==> src/rtl/cpu_run_pkg.sv <==
// Shared definitions for the CPU run sequencer.
//   state_t : run controller states
//   CNT_W   : width of the reported counters
//   CNT_MAX : saturation value of the change counter
package cpu_run_pkg;

  typedef enum logic [2:0] {
    ST_IDLE,
    ST_HOLD,
    ST_RUN,
    ST_DRAIN,
    ST_DONE
  } state_t;

  localparam int CNT_W = 16;
  localparam logic [CNT_W-1:0] CNT_MAX = 16'hFFFF;

endpackage

==> src/rtl/out_change_monitor.sv <==
// Tracks the CPU output bus while sampling is enabled.
// Ports:
//   CLK        in  : clock, rising edge
//   clear      in  : synchronous clear of LAST_OUT and CHANGE_CNT (wins over sampling)
//   sample_en  in  : sample CPU_OUT on this edge
//   CPU_OUT    in  : CPU output bus
//   LAST_OUT   out : most recent sample
//   CHANGE_CNT out : samples that differed from the previous one, saturating
module out_change_monitor
  import cpu_run_pkg::*;
#(
  parameter int unsigned DATA_W = 32
) (
  input  logic              CLK,
  input  logic              clear,
  input  logic              sample_en,
  input  logic [DATA_W-1:0] CPU_OUT,
  output logic [DATA_W-1:0] LAST_OUT,
  output logic [CNT_W-1:0]  CHANGE_CNT
);

  always_ff @(posedge CLK) begin
    if (clear) begin
      LAST_OUT   <= '0;
      CHANGE_CNT <= '0;
    end else if (sample_en) begin
      if ((CPU_OUT != LAST_OUT) && (CHANGE_CNT != CNT_MAX))
        CHANGE_CNT <= CHANGE_CNT + 1'b1;
      LAST_OUT <= CPU_OUT;
    end
  end

endmodule

==> src/rtl/cpu_run_sequencer.sv <==
// Run controller for the pipelined CPU: holds it in reset, steps it a fixed
// number of cycles, and reports its final output and change count.
// Ports:
//   CLK, RST   in  : clock and synchronous active-high reset
//   START      in  : run request, honoured only while idle
//   CPU_RST    out : registered reset to the CPU
//   CPU_CE     out : registered step enable to the CPU
//   CPU_OUT    in  : CPU output bus
//   BUSY       out : run in progress (through the DONE cycle)
//   DONE       out : one-cycle completion pulse, results valid
//   LAST_OUT   out : last sampled CPU_OUT
//   CHANGE_CNT out : number of sample-to-sample changes (saturating)
//   CYCLE_CNT  out : step cycles issued in the current or last run
module cpu_run_sequencer
  import cpu_run_pkg::*;
#(
  parameter int unsigned RESET_CYCLES = 1,
  parameter int unsigned RUN_CYCLES   = 467,
  parameter int unsigned DATA_W       = 32
) (
  input  logic              CLK,
  input  logic              RST,
  input  logic              START,
  output logic              CPU_RST,
  output logic              CPU_CE,
  input  logic [DATA_W-1:0] CPU_OUT,
  output logic              BUSY,
  output logic              DONE,
  output logic [DATA_W-1:0] LAST_OUT,
  output logic [CNT_W-1:0]  CHANGE_CNT,
  output logic [CNT_W-1:0]  CYCLE_CNT
);

  localparam logic [31:0] HOLD_LOAD = 32'(RESET_CYCLES - 1);
  localparam logic [31:0] RUN_LOAD  = 32'(RUN_CYCLES - 1);

  state_t      state, state_nxt;
  logic [31:0] cnt, cnt_nxt;
  logic        accept;
  logic        sample_en;

  // Next-state logic; the down-counter times both HOLD and RUN.
  always_comb begin
    state_nxt = state;
    cnt_nxt   = cnt;
    accept    = 1'b0;
    case (state)
      ST_IDLE: begin
        if (START) begin
          state_nxt = ST_HOLD;
          cnt_nxt   = HOLD_LOAD;
          accept    = 1'b1;
        end
      end
      ST_HOLD: begin
        if (cnt == '0) begin
          state_nxt = ST_RUN;
          cnt_nxt   = RUN_LOAD;
        end else begin
          cnt_nxt = cnt - 1'b1;
        end
      end
      ST_RUN: begin
        if (cnt == '0) state_nxt = ST_DRAIN;
        else           cnt_nxt   = cnt - 1'b1;
      end
      ST_DRAIN: state_nxt = ST_DONE;
      ST_DONE:  state_nxt = ST_IDLE;
      default:  state_nxt = ST_IDLE;
    endcase
  end

  always_ff @(posedge CLK) begin
    if (RST) begin
      state <= ST_IDLE;
      cnt   <= '0;
    end else begin
      state <= state_nxt;
      cnt   <= cnt_nxt;
    end
  end

  // Outputs are decoded from the next state so they are registered yet
  // line up with the state they describe.
  always_ff @(posedge CLK) begin
    if (RST) begin
      CPU_RST   <= 1'b0;
      CPU_CE    <= 1'b0;
      BUSY      <= 1'b0;
      DONE      <= 1'b0;
      sample_en <= 1'b0;
      CYCLE_CNT <= '0;
    end else begin
      CPU_RST   <= (state_nxt == ST_HOLD);
      CPU_CE    <= (state_nxt == ST_RUN);
      BUSY      <= (state_nxt != ST_IDLE);
      DONE      <= (state_nxt == ST_DONE);
      // CPU_OUT reflects a step one cycle after the step is enabled.
      sample_en <= CPU_CE;
      if (accept)
        CYCLE_CNT <= '0;
      else if (state == ST_RUN)
        CYCLE_CNT <= CYCLE_CNT + 1'b1;
    end
  end

  out_change_monitor #(
    .DATA_W (DATA_W)
  ) u_mon (
    .CLK        (CLK),
    .clear      (RST | accept),
    .sample_en  (sample_en),
    .CPU_OUT    (CPU_OUT),
    .LAST_OUT   (LAST_OUT),
    .CHANGE_CNT (CHANGE_CNT)
  );

endmodule

==> config.mk <==
export PLATFORM = sky130hd
export DESIGN_NAME = cpu_run_sequencer
export DESIGN_NICKNAME = d
export VERILOG_FILES = /design/src/rtl/cpu_run_pkg.sv /design/src/rtl/out_change_monitor.sv /design/src/rtl/cpu_run_sequencer.sv
export SDC_FILE = /design/constraint.sdc
export NUM_CORES = 1
export LEC_CHECK = 0
export CAP_MARGIN = 25
export CORE_UTILIZATION = 30
export CTS_BUF_LIST = sky130_fd_sc_hd__clkbuf_2 sky130_fd_sc_hd__clkbuf_4 sky130_fd_sc_hd__clkbuf_8
export CTS_CLUSTER_DIAMETER = 100
export DETAILED_ROUTE_END_ITERATION = 7
export PLACE_DENSITY = 0.49
export SETUP_SLACK_MARGIN = 0.5
export SYNTH_ARGS = -nofsm -noshare
export SYNTH_HDL_FRONTEND = slang
export SYNTH_SLANG_ARGS = --single-unit
export TNS_END_PERCENT = 1
==> constraint.sdc <==
create_clock -name CLK -period 3 [get_ports CLK]
set_clock_uncertainty 0.15 [all_clocks]
set_input_delay 0.6 -clock CLK [delete_from_list [all_inputs] [get_ports CLK]]
set_output_delay 0.6 -clock CLK [all_outputs]
set_load 0.03 [all_outputs]
After elaboration in Yosys (flattened, before gate mapping)
Cells that the tools add are included.
{"block": "word_totals", "register_bits": 104, "in_bits": 35, "wordCells": 42}
{"block": "classes", "add_sub_neg": 3, "eq_ne": 10, "n_mux": 10, "n_bitwise": 1, "n_reduce_logical": 8}
{"operator": "two-way mux 32 bit", "n": 3}
{"operator": "case mux 32 bit (3 select lines)", "n": 1}
{"operator": "adder 16 x 1 -> 16 bit (second input constant)", "n": 2}
{"operator": "zero test 32 bit", "n": 1}
{"operator": "!= test 32 bit", "n": 1}
{"operator": "subtractor 32 x 1 -> 32 bit (second input constant)", "n": 1}
{"operator": "!= test 16 bit (second input constant)", "n": 1}
{"operator": "case mux 3 bit (4 select lines)", "n": 1}
{"operator": "equality test 3 x 2 -> 1 bit (second input constant)", "n": 3}
{"operator": "two-way mux 3 bit", "n": 3}
{"operator": "equality test 3 x 1 -> 1 bit (second input constant)", "n": 2}
{"operator": "nonzero test 3 bit", "n": 2}
{"operator": "!= test 2 bit (second input constant)", "n": 2}
{"operator": "equality test 3 bit (second input constant)", "n": 1}
{"operator": "zero test 3 bit", "n": 1}
{"operator": "AND reduction 3 bit", "n": 1}
{"operator": "two-way mux 1 bit", "n": 2}
{"operator": "AND reduction 2 bit", "n": 1}
{"operator": "OR reduction 2 bit", "n": 1}
{"operator": "logical AND 1 bit", "n": 1}
{"operator": "bitwise OR 1 bit", "n": 1}

Depth between registers and ports, before layout
{"block": "logic_depth", "depth_word": 4, "mapped_depth": 9, "mapped_depth_nobuf": 8}

Cells and area by module
Synthesis repeated with hierarchy kept, for this count alone.
{"block": "unflattened", "cells_unflattened": 567, "area_unflattened_um2": 5196.2}
{"mod": "cpu_run_sequencer", "instances": 1, "cells_each": 315, "area_each_um2": 2813.9, "seq_area_each_um2": 1121.1}
{"mod": "out_change_monitor", "instances": 1, "cells_each": 252, "area_each_um2": 2382.3, "seq_area_each_um2": 960.9}

Least setup slack after synthesis
OpenSTA, ideal clock, no wires.
{"block": "synth_timing", "path_type": "reg2reg", "from": "register cnt[22]", "to": "register cnt[23]", "arrival_time_ns": 2.365, "t_required_ns": 2.736, "path_slack_ns": 0.371, "stages_incl_launch_ff": 9, "n_path_buf": 2, "period_less_slack_ns": 2.629, "path_cell_list": "dfxtp_1 or4_4 or4_1 clkbuf_2 or4_4 buf_6 nand4b_1 xor2_1 nor2_1"}
{"block": "synth_via", "elab_chain_len": 3}
{"element": "from (decl)", "line": "cpu_run_sequencer.sv:38", "rtl": "logic [31:0] cnt, cnt_nxt;"}
{"element": "from (signal assigned)", "line": "cpu_run_sequencer.sv:79", "rtl": "cnt <= cnt_nxt;"}
{"element": "subtractor 32 x 1 -> 32 bit or zero test 32 bit (tied branches)"}
{"element": "two-way mux 32 bit (tied with other cells)", "line": "cpu_run_sequencer.sv:64", "rtl": "if (cnt == '0) state_nxt = ST_DRAIN;"}
{"element": "case mux 32 bit (3 select lines) or AND reduction 3 bit (tied branches)"}
Several ways; a longest one is shown, not always the timed one. The select of a mux whose other input is x is not followed.
A chain may end at the register's enable or synchronous reset.

Worst setup path in the final report
{"block": "layout_timing", "from": "register cnt[23]", "to": "register cnt[21]"}
{"block": "layout_via", "elab_chain_len": 3}
{"element": "zero test 32 bit (*)", "line": "cpu_run_sequencer.sv:56, cpu_run_sequencer.sv:64"}
{"element": "two-way mux 32 bit or != test 2 bit (tied branches)"}
{"element": "case mux 32 bit (3 select lines) or AND reduction 3 bit (tied branches)"}
Every way passes the cells marked *; elsewhere a longest branch is shown, timed or not.

==> impl_results.md <==
- Outcome: finished clean
- Period minus WS final: approximately 2.5 ns
- Initial antenna violation count: 0
- Asr flop ratio synth: 0%
- Remaining DRCs: 0
- Critical path type: flop to flop
- Post-DRT Antenna Nets: 0
- Number of DRC markers in iteration 0: 214
- Total global routing overflow: 0
- Gpl congestion: approximately 0.82
- Worst Setup End Kind: flop
- Fill cells: about 1,600
- Count of state elements after synthesis: around 100
- Synth Area in Compound Gates: under 10%
- Post-synthesis sequential area ratio: a little over two fifths
- Starting Density: roughly 31%
- Main combinational cell family by area after synthesis: simple AND/OR/NAND/NOR gates
- Setup ws final: ~0.46 ns
- DR vias: 4,276
- CTS tree: yes
- Leakage: ~0.0023 uW
- Buffers added on ports: between 100 and 150
- Clk_lat worst skew: approximately 0.4 ns
- Adder-cell area share of the yosys netlist: less than 1%
- DIE HEIGHT: about 130 microns
- Design area: 6480 sq um
- Syn Inst Count: about 560
- H-tree Lvls: 3
- Post-Syn Nets: just under 600
- Slew HR: between 40% and 50%
- Final net count: 700
- Pwr Density: just under 800 nW/um^2
- Cell family with most CP delay: simple AND/OR/NAND/NOR gates
- Vias in the first global route: around 4,000
- Slowest stage cell, crit path: or4_4
- Vias/cell: a little under 5
- Post-synth cell types: approximately 50
- Max-slew violations: 0
- CTS Hold Bufs: 0
- Max Cap Viol: 0
- Final wirelength: approximately 13,000 microns
- Layout Utilization: between 40% and 50%
- Placed Area: around 6000 sq um
- Area contributors post-synth: dfxtp_1 43%, xor2_1 9.6%, nor2_1 7.0%, mux2i_1 6.8%, nor4_1 2.6%
- Crit-path most repeated cell: or4_4
- Post-synth top area share: 42.9%
- Drt pass-1 iters: 4
- Synth Flop Type: dfxtp_1
- Share of cells above drive strength 1: 9.45%
- Die X-Extent: about 130 microns
- Final TNS setup: 0 ns
- Share of synthesized cell area in and, or, nand and nor gates: 26.1%
- Hold Vio Cnt, Final: 0
- Worst min path class: flop to flop
- Multiplexer area fraction after synthesis: under 10%
- Num CTS Buffers: 9
- Data required time of the worst path: about 3.1 ns
- Clock root buffer: clkbuf_8
- Critical path arrival: about 2.7 ns
- Synthesized area per cell: around 8.7 sq um
- Leading cell type in the layout, fill and taps excluded: clkdlybuf4s50_1
- VDD IR max: ~0.0006 V
- Power, Total: ~5000 uW
- Crit path launch type: flop
- Worst-Margin Slew: 0.741 ns
- Cell row count: 46
- Most frequent cells in the layout: 102 x clkdlybuf4s50_1, 101 x dfxtp_1, 91 x nor2_1, 53 x xor2_1, 33 x mux2i_1
- Tcrit/Tclk final: ~85%
- Endpoints failing setup: 0
- Post-Synthesis Cell Area: ~4900 sq um
- Die area: 16,700 sq um
- First-pass GRT wire length: between 20,000 and 25,000 microns
- Critical path fanouts, max: 8
- Area delta synth->final: 33.5%
- Critical Path Max Stage Delay: approximately 0.6 ns
- All-Layer GR Usage: roughly 15%
- Worst slack, placed: about 0.12 ns
- Core Region: between 15,000 and 20,000 sq um
- RSZ-0062 raised after global routing: true
- Critical path cell sequence: or4_4 > or4_4 > or4_4 > nand4_1 > xor2_1 > nor2_1
- Clk buf depth: 2
- HPWL Detailed: between 9000 and 10,000 microns
- YS warnings: 0
- # diodes: 0
- IO Pins: just over 100
- Number of synthesized flops with an enable pin: 0
- Routed WL per cell: roughly 14 microns
- FMAX: between 300 and 400 MHz
- # clock sinks: ~100
- Clock transition at path regs: approximately 0.10 ns
- Synth Area in XOR/XNOR: 12.1%
- Largest net degree at the start of global routing: 34
- Leading area contributor after synthesis: dfxtp_1
- WP buf/inv: 0
path summary, 6_finish.rpt:
path / start / to / slack, ns / cells after the start
setup / recovery: cnt[23] / cnt[21] / 0.46 / 6
hold / removal: CPU_CE / sample_en / 0.32 / 1
setup reg to reg: cnt[23] / cnt[21] / 0.46 / 6
hold reg to reg: CPU_CE / sample_en / 0.32 / 1
worst register-to-register path, cell delays in order, from the launching register on:
cell     delay (ns)
dfxtp_2        0.34
or4_4          0.53
or4_4          0.49
or4_4          0.60
nand4_1        0.12
xor2_1         0.16
nor2_1         0.05
where the power goes:
group	internal (uW)	total (uW)	switching, uW
clock network	394	916	521
logic	1100	2460	1360
registers	1570	1760	191
area by class of cell:
cell class                 instances  area, sq um  area share (%)
clock buffer                       9          124            1.91
clock inverter                     7         81.3            1.25
inverter                           6         22.5           0.347
multi-input combinational        420         2710            41.8
sequential                       104         2090            32.2
tap                              216          270            4.17
timing repair buffer             121         1190            18.3
state kept, by name (all words and copies together), names as in the netlist:
name / count
BUSY: 1
CPU_CE: 1
CPU_RST: 1
CYCLE_CNT: 16
DONE: 1
cnt: 32
sample_en: 1
state: 3
u_mon.CHANGE_CNT: 16
u_mon.LAST_OUT: 32
timing repair:
item | in CTS | in global routing
resized for setup | 5 | 8
setup buffers | 4 | 2
endpoints found under the setup margin | 36 | 35
cloned | 1 | 0
pin swaps | 6 | 3
layer usage:
| layer | wire length (microns) | up-vias | track usage (%) |
|---|---|---|---|
| li1 | - | 2178 | - |
| met1 | 6210 | 2014 | 20.1 |
| met2 | 5830 | 73 | 25.3 |
| met3 | 501 | 11 | 3.47 |
| met4 | 154 | 0 | 5.12 |
| met5 | 0 | - | 0 |
through the flow:
step / instances / hold WS (ns)
final: 883 / 0.324
after global routing: 883 / 0.350
after CTS: 881 / 0.336
after detailed placement: 860 / 0.320
after global placement: 860 / 0.311
after floorplan: 555 / 0.315
synth_stat cells (16+ instances only):
cell,number
nand2_1,29
mux2i_1,33
nand4_1,19
nor4_1,20
a21oi_1,24
o21ai_0,17
clkbuf_1,17
xor2_1,53
dfxtp_1,104
nor2_1,91
nor3_1,16
cell families after synthesis:
family	count (synthesis)
compound gates	68
xor+xnor	67
fa+ha+maj	3
buf+inv	32
flops	104
mux	33
simple gates	248
Power figures use the tool's default switching activity.
